**src/rtl/encoder_serial_n.sv**
```systemverilog
// rtl/encoder_serial_n.sv - serial multi-hot encoder, one set-bit index per beat, highest first
// Optional popcount output on cnt when ENCODER_SERIAL_COUNT_EN is defined.
module encoder_serial_n #(
  parameter int N = 8,
  parameter int W = $clog2(N)
) (
  input  logic         clk,
  input  logic         rst,
  input  logic         in_valid,
  output logic         in_ready,
  input  logic [N-1:0] i,
  output logic         out_valid,
  input  logic         out_ready,
  output logic [W-1:0] o,
  output logic         o_none,
  output logic         o_last
`ifdef ENCODER_SERIAL_COUNT_EN
  ,
  output logic [W:0]   cnt
`endif
);

  typedef enum logic {IDLE, EMIT} state_t;

  state_t       state_q, state_d;
  logic [N-1:0] pend_q, pend_d;
  logic [N-1:0] clr_mask;
  logic [W-1:0] top_idx;
  logic         pend_zero;
  logic         pend_one;
  logic         emit;

  // Priority scan: later (higher) set bits overwrite earlier ones.
  always_comb begin
    top_idx = '0;
    for (int k = 0; k < N; k++) begin
      if (pend_q[k]) top_idx = W'(k);
    end
  end

  assign pend_zero = (pend_q == '0);
  assign pend_one  = !pend_zero && ((pend_q & (pend_q - N'(1))) == '0);
  assign emit      = (state_q == EMIT);

  assign out_valid = emit;
  assign in_ready  = (state_q == IDLE) && !rst;
  assign o         = emit ? top_idx : '0;
  assign o_none    = emit && pend_zero;
  assign o_last    = emit && (pend_zero || pend_one);

  always_comb begin
    state_d           = state_q;
    pend_d            = pend_q;
    clr_mask          = '0;
    clr_mask[top_idx] = 1'b1;
    case (state_q)
      IDLE: begin
        if (in_valid) begin
          pend_d  = i;
          state_d = EMIT;
        end
      end
      EMIT: begin
        if (out_ready) begin
          pend_d = pend_q & ~clr_mask;
          if (o_last) state_d = IDLE;
        end
      end
      default: state_d = IDLE;
    endcase
  end

`ifdef ENCODER_SERIAL_COUNT_EN
  logic [W:0] cnt_q, cnt_d;
  logic [W:0] pop;

  always_comb begin
    pop = '0;
    for (int k = 0; k < N; k++) begin
      pop = pop + (W+1)'(i[k]);
    end
    cnt_d = cnt_q;
    if (state_q == IDLE && in_valid) cnt_d = pop;
  end

  assign cnt = cnt_q;

  always_ff @(posedge clk) begin
    if (rst) cnt_q <= '0;
    else     cnt_q <= cnt_d;
  end
`endif

  always_ff @(posedge clk) begin
    if (rst) begin
      state_q <= IDLE;
      pend_q  <= '0;
    end else begin
      state_q <= state_d;
      pend_q  <= pend_d;
    end
  end

endmodule
```
**config.mk**
```make
export PLATFORM = sky130hd
export DESIGN_NAME = encoder_serial_n
export DESIGN_NICKNAME = d
export VERILOG_FILES = /design/src/rtl/encoder_serial_n.sv
export SDC_FILE = /design/constraint.sdc
export NUM_CORES = 1
export LEC_CHECK = 0
export ABC_AREA = 1
export CAP_MARGIN = 15
export CORE_MARGIN = 5
export CORE_UTILIZATION = 43
export CTS_CLUSTER_DIAMETER = 50
export DETAILED_ROUTE_END_ITERATION = 8
export GPL_TIMING_DRIVEN = 0
export MAX_ROUTING_LAYER = met4
export PLACE_DENSITY = 0.76
export SLEW_MARGIN = 20
export SYNTH_ARGS = -nofsm -noshare
export SYNTH_HDL_FRONTEND = slang
export SYNTH_SLANG_ARGS = --single-unit
```
**constraint.sdc**
```tcl
create_clock -name clk -period 1.5 [get_ports clk]
set_input_delay 0.3 -clock clk [delete_from_list [all_inputs] [get_ports clk]]
set_output_delay 0.3 -clock clk [all_outputs]
set_load 0.1 [all_outputs]
```
==> metrics.txt, run 1 <==
initial antenna violation count 0; failing checks negative setup slack; Nets 134; CTS Buf Count 3; Die Area 2185 µm²; GR Overflow Total 0; critical-path cell list nor2_4, nand2_4, o21ai_2, nand2_2, nor2_4, buf_12; htree depth 1; first-pass GRT wire length 2.532 mm; Worst setup EP type primary output; setup TNS -0.6466 ns; RSZ-0062 raised after global routing yes; crit share post-route 114.6%; max-cap viol count 0; Die Y 46.75 µm; CP Data Arrival Time 1.42 ns; clock tree buffer depth 2; hold_sp pend_q[0]; DR pass1 iterations 4; DR WL/cell 12.51 µm; Tot Pwr 997.2 µW; Sink Count 9; GRT Resource Usage Total 17.27%; Area Overhead vs Synth 78.45%; Least-Margin Pin Slew 0.4870 ns; crit-path max cell delay 0.36 ns; Setup Skew 0.01179 ns; cell area after synthesis 580.6 µm²; FP Rows 13; fin util 80.62%; Final setup violation count 4; CTS Hold Bufs 0; reg2reg start pend_q[2]; Period minus WS final 1.720 ns; CP bufs+invs 1; hold_ws 0.4949 ns; Clk pin slew, worst setup/hold paths 0.06 ns; clk_lat worst skew 0.27 ns; placed cells 127; Sequential Area 209.0 µm²; post-DP HPWL 1.118 mm; largest net degree at the start of global routing 11; pre-CTS setup slack -0.9165 ns; TritonCTS clock tree built; Via Count 707; Worst Setup SP pend_q[2]; Crit Path Max Fanout 4; worst setup path category reg2out; fillers 87; CP max stage cell dfxtp_4; Critical Path RT 1.20 ns; Antenna Cells 0; Cell Pwr Density 962.6 nW/µm²; final weighted congestion in routability-driven placement 0.7622; vias in the first global route 628; Leak Pwr 0.4364 nW; Via-to-Cell Ratio 5.199; setup slack after layout -0.2196 ns; worst hold-check path type reg2reg; initial DRC count 11; crit-path most repeated cell nor2_4; outcome complete, but fails checks; Final Non-Filler Cells 136; Final ANT Viol Nets 0; Syn Nets 106; drt drc 0; I/O pin count 19; Yosys cell types 16; layout cells sized above 1 47.11%; Worst setup SP type flop; multi-input combinational cell area 424.2 µm²; CTS root buf clkbuf_4; Syn Area/Cell 6.176 µm²; worst vdd ir 607.7 µV; I/O Buffers 18; highest clock rate 581.5 MHz; Slew HR 67.76%; Seq/Total Area, Yosys 31.03%; drt total wl 1.701 mm; delay-heaviest family, CP simple AND/OR/NAND/NOR gates; Max Slew Vio Count 0; Post-DP Area 825.8 µm²; fin area 1036 µm²; endpoints failing hold 0; Post-Synthesis Cells 94; Starting Density 45.18%; core area 1285 µm²; die width 46.75 µm; Syn. warnings 0; number of synthesized register bits 9
worst paths after layout:
kind | endpoint | cells past startpoint | slack, ns
min reg2reg | pend_q[0] | 2 | 0.49
max | o_last | 6 | -0.22
max reg2reg | pend_q[1] | 9 | 0.16
min | pend_q[0] | 2 | 0.49
repair_timing:
| item | CTS | global route |
|---|---|---|
| endpoints found under the setup margin | 7 | 6 |
| gates resized for setup | 71 | 22 |
| hold endpoints to repair | 0 | 0 |
| pin swaps | 7 | 10 |
| setup buffers | 4 | 1 |
| cloned | 0 | 0 |
cells in the mapped netlist:
cell type	instances	area [µm²]
nand2_1	23	86.33
a21oi_1	10	50.05
inv_1	10	37.54
o21ai_1	10	50.05
dfxtp_1	9	180.2
inv_2	6	22.52
nor2_1	6	22.52
nand3_1	4	20.02
o21ai_0	4	20.02
nand2_2	3	18.77
nor2_2	3	18.77
nor2_4	2	22.52
buf_2	1	5.000
buf_6	1	11.26
nor4_1	1	6.260
o2111ai_1	1	8.760
cell type report:
class | instances | area share, %
buffer | 2 | 2.415
clock inverter | 1 | 0.4831
clock buffer | 3 | 2.174
tap | 15 | 1.812
multi-input combinational | 67 | 40.94
inverter | 16 | 7.126
sequential | 9 | 20.17
timing repair buffer | 23 | 24.88
cell families after synthesis:
logic type	Yosys count	synth area share, %
AND/OR/NAND/NOR	42	33.62
flip-flops	9	31.03
AO/OA/AOI/OAI	25	22.20
buffers and inverters	18	13.15
worst min-delay path, stage by stage (launching register included):
cell and delay [ns]:
dfxtp_2 0.34, nand2_1 0.06, a21oi_1 0.05
sequential cells by signal, indices dropped and copies added, names as in the netlist:
name	flops
out_valid	1
pend_q	8
layer usage:
layer	share of wire, %	global-route usage [%]
met2	53	31.32
met1	40	17.55
met4	1.8	8.287
met3	5.7	3.448
met5	0	-
placed cells by master (no fill, tap or decap), types with 2 or more instances in the layout:
| cell type | instances |
|---|---|
| dfxtp_2 | 2 |
| clkdlybuf4s50_1 | 10 |
| nand2_1 | 20 |
| dfxtp_4 | 7 |
| nand2_2 | 2 |
| o21ai_2 | 2 |
| clkbuf_4 | 3 |
| nor2_1 | 3 |
| inv_2 | 8 |
| nand2_4 | 4 |
| o21ai_1 | 8 |
| o21ai_0 | 4 |
| a21oi_1 | 9 |
| buf_2 | 2 |
| inv_1 | 5 |
| buf_4 | 4 |
| buf_12 | 5 |
| buf_6 | 3 |
| nor2_4 | 7 |
| nand3_1 | 4 |
report_power, final:
| group | total [mW] | internal (mW) | switching [mW] |
|---|---|---|---|
| Sequential | 0.284 | 0.258 | 0.0256 |
| Clock | 0.192 | 0.0984 | 0.0934 |
| Combinational | 0.521 | 0.195 | 0.326 |
Power figures use the tool's default switching activity.
==> run 2: changes to the inputs <==
Settings changed: SLEW_MARGIN 20 to default.
==> results of run 2 <==
No change in the layout: final DEF, timing and power equal those of run 1.
==> run 3: changes to the inputs <==
Settings changed: CELL_PAD_IN_SITES_DETAIL_PLACEMENT from default to 1, CELL_PAD_IN_SITES_GLOBAL_PLACEMENT from default to 1, CORE_UTILIZATION 43 to 29, PLACE_DENSITY 0.76 to 0.83.
==> run 3 against run 2 <==
The run still ends with negative setup slack left. Hold slack gained 0.022 ns. Setup slack lost 0.066 ns. Sequential cell count is the same. Fmax shrank 3.7%. Count of clock-buffer cells in the layout grew 1. Clock power grew 5%. Via count grew 8.6%. Design area grew 7.0%. Critical path type unchanged. Largest cell class unchanged. Largest power group unchanged.
==> metrics.txt, run 3 (same netlist as run 1, synthesis figures left out) <==
CP max stage cell dfxtp_4 (unchanged); drt total wl 2.604 mm (was 1.701 mm); max reg flops 8 (unchanged); Die Y 54.74 µm (was 46.75 µm); fin area 1109 µm² (was 1036 µm²); clk_lat worst skew 0.27 ns (about the same); Tot Pwr 1.065 mW (was 997.2 µW); Critical Path RT 1.20 ns (about the same); I/O pin count 19 (unchanged); core area 1942 µm² (was 1285 µm²); vias in the first global route 797 (was 628); clock tree buffer depth 2 (unchanged); final weighted congestion in routability-driven placement 0.8042 (was 0.7622); initial antenna violation count 0 (unchanged); drt drc 0 (unchanged); most common cell after layout, fill and taps aside nand2_1 (unchanged); I/O Buffers 18 (unchanged); first-pass GRT wire length 3.443 mm (was 2.532 mm); RSZ-0062 raised after global routing yes (unchanged); DR pass1 iterations 3 (was 4); Starting Density 29.90% (was 45.18%); worst vdd ir 511.1 µV (was 607.7 µV); Final setup violation count 7 (was 4); hold_ws 0.5173 ns (was 0.4949 ns); CTS Hold Bufs 0 (unchanged); CP Data Arrival Time 1.49 ns (was 1.42 ns); worst hold-check path type reg2reg (unchanged); Max Slew Vio Count 0 (unchanged); crit share post-route 119.0% (was 114.6%); Setup Skew 0.009181 ns (was 0.01179 ns); max-cap viol count 0 (unchanged); initial DRC count 14 (was 11); failing checks negative setup slack (unchanged); Clk pin slew, worst setup/hold paths 0.06 ns (about the same); Area Overhead vs Synth 90.95% (was 78.45%); FP Rows 16 (was 13); outcome complete, but fails checks (unchanged); GRT Resource Usage Total 17.03% (was 17.27%); Die Area 2996 µm² (was 2185 µm²); layout cells sized above 1 50.79% (was 47.11%); Biggest register pend_q (unchanged); Worst setup EP type primary output (unchanged); worst setup path category reg2out (unchanged); Cell Pwr Density 960.5 nW/µm² (was 962.6 nW/µm²); Antenna Cells 0 (unchanged); fillers 251 (was 87); TritonCTS clock tree built (unchanged); Via-to-Cell Ratio 5.020 (was 5.199); Worst setup SP type flop (unchanged); R2R setup slack -0.01 ns (was 0.16 ns); Nets 139 (was 134); htree depth 1 (unchanged); Post-DP Area 840.8 µm² (was 825.8 µm²); highest clock rate 560.0 MHz (was 581.5 MHz); crit-path most repeated cell nor2_4 (unchanged); largest net degree at the start of global routing 11 (unchanged); setup slack after layout -0.2856 ns (was -0.2196 ns); Via Count 768 (was 707); Final ANT Viol Nets 0 (unchanged); endpoints failing hold 0 (unchanged); most frequent cells in the layout nand2_1, clkdlybuf4s50_1, buf_4 (was nand2_1, clkdlybuf4s50_1, a21oi_1, inv_2, o21ai_1); Sink Count 9 (unchanged); GR Overflow Total 0 (unchanged); CTS root buf clkbuf_4 (unchanged); setup TNS -0.9494 ns (was -0.6466 ns); die width 54.74 µm (was 46.75 µm); CTS Buf Count 3 (unchanged); Period minus WS final 1.786 ns (was 1.720 ns); post-DP HPWL 1.522 mm (was 1.118 mm); Slew HR 63.61% (was 67.76%); crit-path max cell delay 0.36 ns (about the same); DR WL/cell 17.02 µm (was 12.51 µm); critical-path cell list nor2_4, nand2_4, o21ai_2, nand2_2, nor2_4, buf_12 (unchanged); Least-Margin Pin Slew 0.5484 ns (was 0.4870 ns); Crit Path Max Fanout 4 (unchanged); Leak Pwr 0.4542 nW (was 0.4364 nW)
## run 3: cell count changes in the layout (fill, tap and decap cells not counted), moves of 2 or more
cell / before / now
nand2_2: 2 / 6
nand2_1: 20 / 17
a21oi_2: 0 / 2
buf_4: 4 / 9
## run 3: critical path, delay by kind of cell (launching register included)
family / cells / cell delay [ns]
buf+inv: 1 / 0.19
compound gates: 1 / 0.15
flops: 1 / 0.36
simple gates: 4 / 0.52
## run 3: worst paths after layout
path / depth (start not counted) / startpoint / end
max: 6 / pend_q[2] / o_last
min: 2 / pend_q[2] / pend_q[2]
max reg2reg: 12 / pend_q[1] / pend_q[0]
min reg2reg: 2 / pend_q[2] / pend_q[2]
## run 3: layer usage
| layer | GRT usage, % | vias to the layer above | wire length (µm) |
|---|---|---|---|
| met3 | 3.542 | 10 | 68 |
| met4 | 7.884 | 0 | 100 |
| met1 | 16.23 | 366 | 1041 |
| li1 | - | 373 | - |
| met2 | 32.09 | 19 | 1393 |
| met5 | - | - | 0 |
## run 3: report_power, final
group / switching (mW) / total, mW / internal (mW)
clock: 0.0985 / 0.201 / 0.103
sequential: 0.0312 / 0.289 / 0.258
combinational: 0.357 / 0.574 / 0.217
## run 3: cell type report
class / instances / area [µm²] / area share (%)
timing repair buffer: 28 / 305.3 / 27.54
inverter: 16 / 71.32 / 6.433
clock buffer: 4 / 26.28 / 2.370
tap: 27 / 33.78 / 3.047
sequential: 9 / 207.7 / 18.74
multi-input combinational: 67 / 439.2 / 39.62
buffer: 2 / 25.02 / 2.257
## run 3: stage by stage
| step | util, % | setup slack, ns | std cells |
|---|---|---|---|
| after floorplan | - | -0.5208 | 94 |
| after global placement | 43.30 | -0.9144 | 139 |
| after detailed placement | 43.30 | -0.9561 | 139 |
| after CTS | 50.00 | -0.2362 | 146 |
| after global routing | 57.09 | -0.3569 | 153 |
| final | 57.09 | -0.2856 | 153 |
## run 3: timing repair
item	CTS	global route
endpoints found under the setup margin	7	5
setup buffers	3	7
pin swaps	6	12
gates resized for setup	68	26
